==> src/rtl/seq_decoder_pkg.sv <==
// Shared types and constants for the sequential one-hot decoder.
package seq_decoder_pkg;

   typedef enum logic {
      S_DEC  = 1'b0,
      S_SCAN = 1'b1
   } state_t;

   localparam logic MODE_DECODE = 1'b0;
   localparam logic MODE_SCAN   = 1'b1;

endpackage

==> src/rtl/seq_decoder_n_onehot_dec.sv <==
// Purely combinational N -> 2^N one-hot decode.
module onehot_dec #(
   parameter  int N = 3,
   localparam int M = 2**N
) (
   input  logic [N-1:0] sel,
   output logic [M-1:0] y
);

   // Drive exactly one bit high, selected by sel.
   always_comb begin
      y      = '0;
      y[sel] = 1'b1;
   end

endmodule

==> src/rtl/seq_decoder_n.sv <==
// Registered N-to-2^N one-hot decoder with valid/ready on both sides and a
// scan mode that walks a single hot bit across all outputs every SCAN_DIV cycles.
module seq_decoder_n
   import seq_decoder_pkg::*;
#(
   parameter  int N        = 3,
   parameter  int SCAN_DIV = 4,
   localparam int M        = 2**N
) (
   input  logic         clk,
   input  logic         rst,
   input  logic         en,
   input  logic         mode,
   input  logic [N-1:0] a,
   input  logic         in_valid,
   output logic         in_ready,
   output logic [M-1:0] y,
   output logic         y_valid,
   input  logic         y_ready,
   output logic [N-1:0] idx
);

   localparam int               DIV_W  = $clog2(SCAN_DIV + 1);
   localparam logic [DIV_W-1:0] DIV_TC = DIV_W'(SCAN_DIV - 1);

   state_t           state_q;
   state_t           state_d;
   logic [DIV_W-1:0] div_q;
   logic [N-1:0]     ptr_q;

   logic [M-1:0]     y_p1;
   logic             vld_p1;
   logic [N-1:0]     idx_p1;

   logic             slot_free;
   logic             in_ready_c;
   logic             accept;
   logic             scan_run;
   logic             div_tc;
   logic             scan_step;
   logic             enter_scan;
   logic             load;
   logic [N-1:0]     dec_sel;
   logic [M-1:0]     dec_y;

   // FSM state register.
   always_ff @(posedge clk or posedge rst) begin
      if (rst) state_q <= S_DEC;
      else     state_q <= state_d;
   end

   // Mode changes only when the output register is empty or draining this cycle.
   always_comb begin
      state_d = state_q;
      case (state_q)
         S_DEC:   if (mode == MODE_SCAN   && slot_free) state_d = S_SCAN;
         S_SCAN:  if (mode == MODE_DECODE && slot_free) state_d = S_DEC;
         default: state_d = S_DEC;
      endcase
   end

   // Handshake and scan-step control derived from state, divider and slot.
   always_comb begin
      slot_free  = !vld_p1 || y_ready;
      in_ready_c = !rst && en && (state_q == S_DEC) && (mode == MODE_DECODE) && slot_free;
      accept     = in_valid && in_ready_c;
      // The divider only runs while scan is being requested; a pending exit freezes it.
      scan_run   = (state_q == S_SCAN) && (mode == MODE_SCAN) && en;
      div_tc     = (div_q == DIV_TC);
      scan_step  = scan_run && div_tc && slot_free;
      enter_scan = (state_q == S_DEC) && (state_d == S_SCAN);
      load       = accept || scan_step;
      dec_sel    = (state_q == S_SCAN) ? ptr_q : a;
   end

   onehot_dec #(.N(N)) u_dec (
      .sel (dec_sel),
      .y   (dec_y)
   );

   // Scan divider and pointer; at terminal count with a blocked slot, div holds so no index is skipped.
   always_ff @(posedge clk or posedge rst) begin
      if (rst) begin
         div_q <= '0;
         ptr_q <= '0;
      end else if (enter_scan) begin
         div_q <= '0;
         ptr_q <= '0;
      end else if (scan_run) begin
         if (div_tc) begin
            if (slot_free) begin
               div_q <= '0;
               ptr_q <= ptr_q + N'(1);
            end
         end else begin
            div_q <= div_q + DIV_W'(1);
         end
      end
   end

   // Output stage: a new load wins over a drain; a stalled value is held.
   always_ff @(posedge clk or posedge rst) begin
      if (rst) begin
         y_p1   <= '0;
         vld_p1 <= 1'b0;
         idx_p1 <= '0;
      end else if (load) begin
         y_p1   <= dec_y;
         vld_p1 <= 1'b1;
         idx_p1 <= dec_sel;
      end else if (vld_p1 && y_ready) begin
         y_p1   <= '0;
         vld_p1 <= 1'b0;
      end
   end

   assign in_ready = in_ready_c;
   assign y        = y_p1;
   assign y_valid  = vld_p1;
   assign idx      = idx_p1;

endmodule

==> config.mk <==
export PLATFORM = sky130hd
export DESIGN_NAME = seq_decoder_n
export DESIGN_NICKNAME = d
export VERILOG_FILES = /design/src/rtl/seq_decoder_pkg.sv /design/src/rtl/seq_decoder_n_onehot_dec.sv /design/src/rtl/seq_decoder_n.sv
export SDC_FILE = /design/constraint.sdc
export NUM_CORES = 1
export LEC_CHECK = 0
export ABC_CLOCK_PERIOD_IN_PS = 1700
export CORE_ASPECT_RATIO = 0.75
export CORE_MARGIN = 2
export CORE_UTILIZATION = 39
export CTS_BUF_LIST = sky130_fd_sc_hd__clkbuf_2
export DETAILED_ROUTE_END_ITERATION = 10
export DONT_BUFFER_PORTS = 1
export PLACE_DENSITY_LB_ADDON = 0.12
export SETUP_SLACK_MARGIN = 0.3
export SLEW_MARGIN = 5
export SYNTH_ARGS = -nofsm -noshare
export SYNTH_HDL_FRONTEND = slang
export SYNTH_SLANG_ARGS = --single-unit
==> constraint.sdc <==
create_clock -name clk -period 1.7 [get_ports clk]
set_clock_uncertainty 0.05 [all_clocks]
set_input_delay 0.34 -clock clk [delete_from_list [all_inputs] [get_ports clk]]
set_output_delay 0.34 -clock clk [all_outputs]
set_load 0.02 [all_outputs]
==> out/metrics.cfg <==
[hold_path]
hold_path_end = state_q$_DFF_PP0_
hold_start = mode
worstHoldPathType = in -> reg
worstHoldPathCells = 2

[final_layout]
utilization = 0.555
n_antenna_cell = 0
area_growth_pct = 31.5
final_area_um2 = 1310
nets = 123
nFillCells = 219
drive_gt1_frac = 0.423

[logic_synthesis]
ys_ff_latch = 19
yosys_warnings = 0
syn-instance-count = 88
syn-cell-area_um2 = 998
synthTopCellsByArea = dfrtp_1, mux2i_1, nand2_1
synth_largest_area_cell = dfrtp_1
ys.flop_type = dfrtp_1
async_flop_share = 1.00
synth_nets = 99
synth_enable_flop_cells = 0
synth-seq-area-share = 0.476
synth.avg_cell_area_um2 = 11.3
yosysUniqueCellTypes = 25
synth_top_cells_by_count = dfrtp_1, nand2_1, mux2i_1
yosysMostFrequentCell = dfrtp_1
yosys.area.top_type_share = 0.476

[cts]
cts_tree = done
clockRootBuffer = clkbuf_2
clk_latency_ps = 290
h-tree-depth = 1
cts_buffers = 3
cts_num_sinks = 19
clkTransAtPathRegs_ps = 170
clockBufferDepth = 2

[grt]
grt.total_usage = 0.163
grt_pass1_vias = 716
antenna_found_initial = 0
grt.overflow.total = 0
grt_max_degree = 11
grt_pass1_wl_um = 3520

[sta]
hold_violations = 0
period_share = 1.00
slew_violations = 0
setup_tns_ps = -6.54
post-route-min-period_ps = 1710
max_slew_margin = 0.750
rsz0062_at_grt = true
worst_pin_slew_ps = 374
fmax_mhz = 586
fin_ws_ps = -6.54
setup_viol = 1

[setup_path]
setup.worst_path.start_class = flip-flop
r2r_end = idx[0]$_DFFE_PP0P_
reg2regPathDepth = 7
cp.required_ps = 1310
worst_path_max_delay_cell = dfrtp_2
path_cells = and2b_4 -> nor4_4 -> buf_4
arrival_ps = 1320
r2r_start = y_valid$_DFFE_PP0P_
end_kind = output port
crit_fanout = 2
r2r_setup_slack_ps = 50
worst_path_largest_cell_delay_ps = 430
path_class = reg -> out
cp_num_buf_inv = 1
cp_top_family = flip-flops

[placement]
hpwlAfterDp_um = 1560
io_buffers = 0
placed_cell_area_um2 = 1090
gp_congestion = 0.783
detailedPlace.worstSlack_ps = 74.0

[power]
power.density_nw_per_um2 = 692
ir_worst_vdd_mv = 0.548
p_leak_nw = 0.635
p_total_mw = 0.908

[route]
drt_iter0_drc = 22
postRouteWirelength_um = 2200
via_per_inst = 4.90
final_antenna_net_count = 0
wl_per_cell_um = 15.1
drc = 0
dr.pass1.iters = 4
via_count = 710

[floorplan]
rows = 15
ioPinCount = 22
die_w_um = 62.4
fp.dieH_um = 47.8
die_area_um2 = 2990
core_area_um2 = 2360
start_util = 0.422

[outcome]
run_status = finished, violations left
violations = setup timing

[flow_run]
max-cap-violations = 0

[through the flow]
step / cells / hold slack (ps)
final: 145 / 82.7
after global routing: 145 / 57.2
after CTS: 143 / 61.0
after detailed placement: 129 / 187
after global placement: 129 / 182
after floorplan: 88 / 241
[repair_timing]
action,4_1_cts,5_1_grt
setup endpoints to repair,17,19
buffers inserted,9,2
pin swaps,8,9
hold endpoints to repair,9,0
hold buffers,1,0
resized for setup,19,7
[power by group]
| group | switching [mW] | internal, mW | total (mW) |
|---|---|---|---|
| Combinational | 0.0722 | 0.0838 | 0.156 |
| Sequential | 0.0680 | 0.490 | 0.558 |
| Clock | 0.131 | 0.0623 | 0.194 |
| Total | 0.271 | 0.637 | 0.908 |
[cell type report]
type / count / area, um2 / share of cell area
Multi-Input combinational cell: 65 / 567 / 0.432
Sequential cell: 19 / 478 / 0.364
Timing Repair Buffer: 21 / 198 / 0.151
Tap cell: 34 / 42.5 / 0.0324
Clock buffer: 4 / 20.0 / 0.0153
Inverter: 2 / 7.51 / 0.00572
[worst register-to-register path, delay by kind of cell, from the launching register on]
| kind | cells | cell delay, ps |
|---|---|---|
| buffers and inverters | 3 | 380 |
| muxes | 1 | 280 |
| AOI/OAI and AO/OA | 1 | 60 |
| DFF | 1 | 430 |
| and+or+nand+nor | 2 | 360 |
[state kept, by name, summed over array words and instances (netlist names)]
signal   count
ptr_q        3
y_valid      1
idx          3
y            8
div_q        3
state_q      1
[kinds of logic after synthesis]
family | Yosys count | synth area share
simple gates | 38 | 0.224
fa+ha+maj | 2 | 0.0251
mux | 18 | 0.192
flops | 19 | 0.476
buf+inv | 4 | 0.0301
compound gates | 5 | 0.0351
xor+xnor | 2 | 0.0175
[layout by cell type (no fill, tap or decap), types with 2 or more instances in the layout]
master,count
dfrtp_1,17
nand2_1,15
buf_6,10
buf_4,10
mux2i_1,9
nand3_1,6
nor2_1,4
clkbuf_2,4
mux2i_2,3
mux2_4,3
nand2b_1,2
inv_1,2
mux2_1,2
nor2_2,2
dfrtp_2,2
[worst max-delay path by stage]
stage	start	end	slack, ps	depth (start not counted)
2_1_floorplan	y_valid$_DFFE_PP0P_	idx[0]$_DFFE_PP0P_	-110	5
3_3_place_gp	div_q[0]$_DFFE_PP0P_	ptr_q[2]$_DFFE_PP0P_	90	6
3_5_place_dp	div_q[0]$_DFFE_PP0P_	idx[0]$_DFFE_PP0P_	70	6
4_1_cts	y_valid$_DFFE_PP0P_	in_ready	-90	3
5_1_grt	y_valid$_DFFE_PP0P_	in_ready	-110	3
6_report	y_valid$_DFFE_PP0P_	in_ready	-7	3
[metal layers]
metal,vias to the layer above,track usage,routed length (um)
met1,341,0.204,1050
met2,18,0.273,985
met3,0,0.0729,160
li1,351,-,-
met4,0,0.0267,0
met5,-,0,0
No activity file was read; power rests on OpenSTA's default activity.
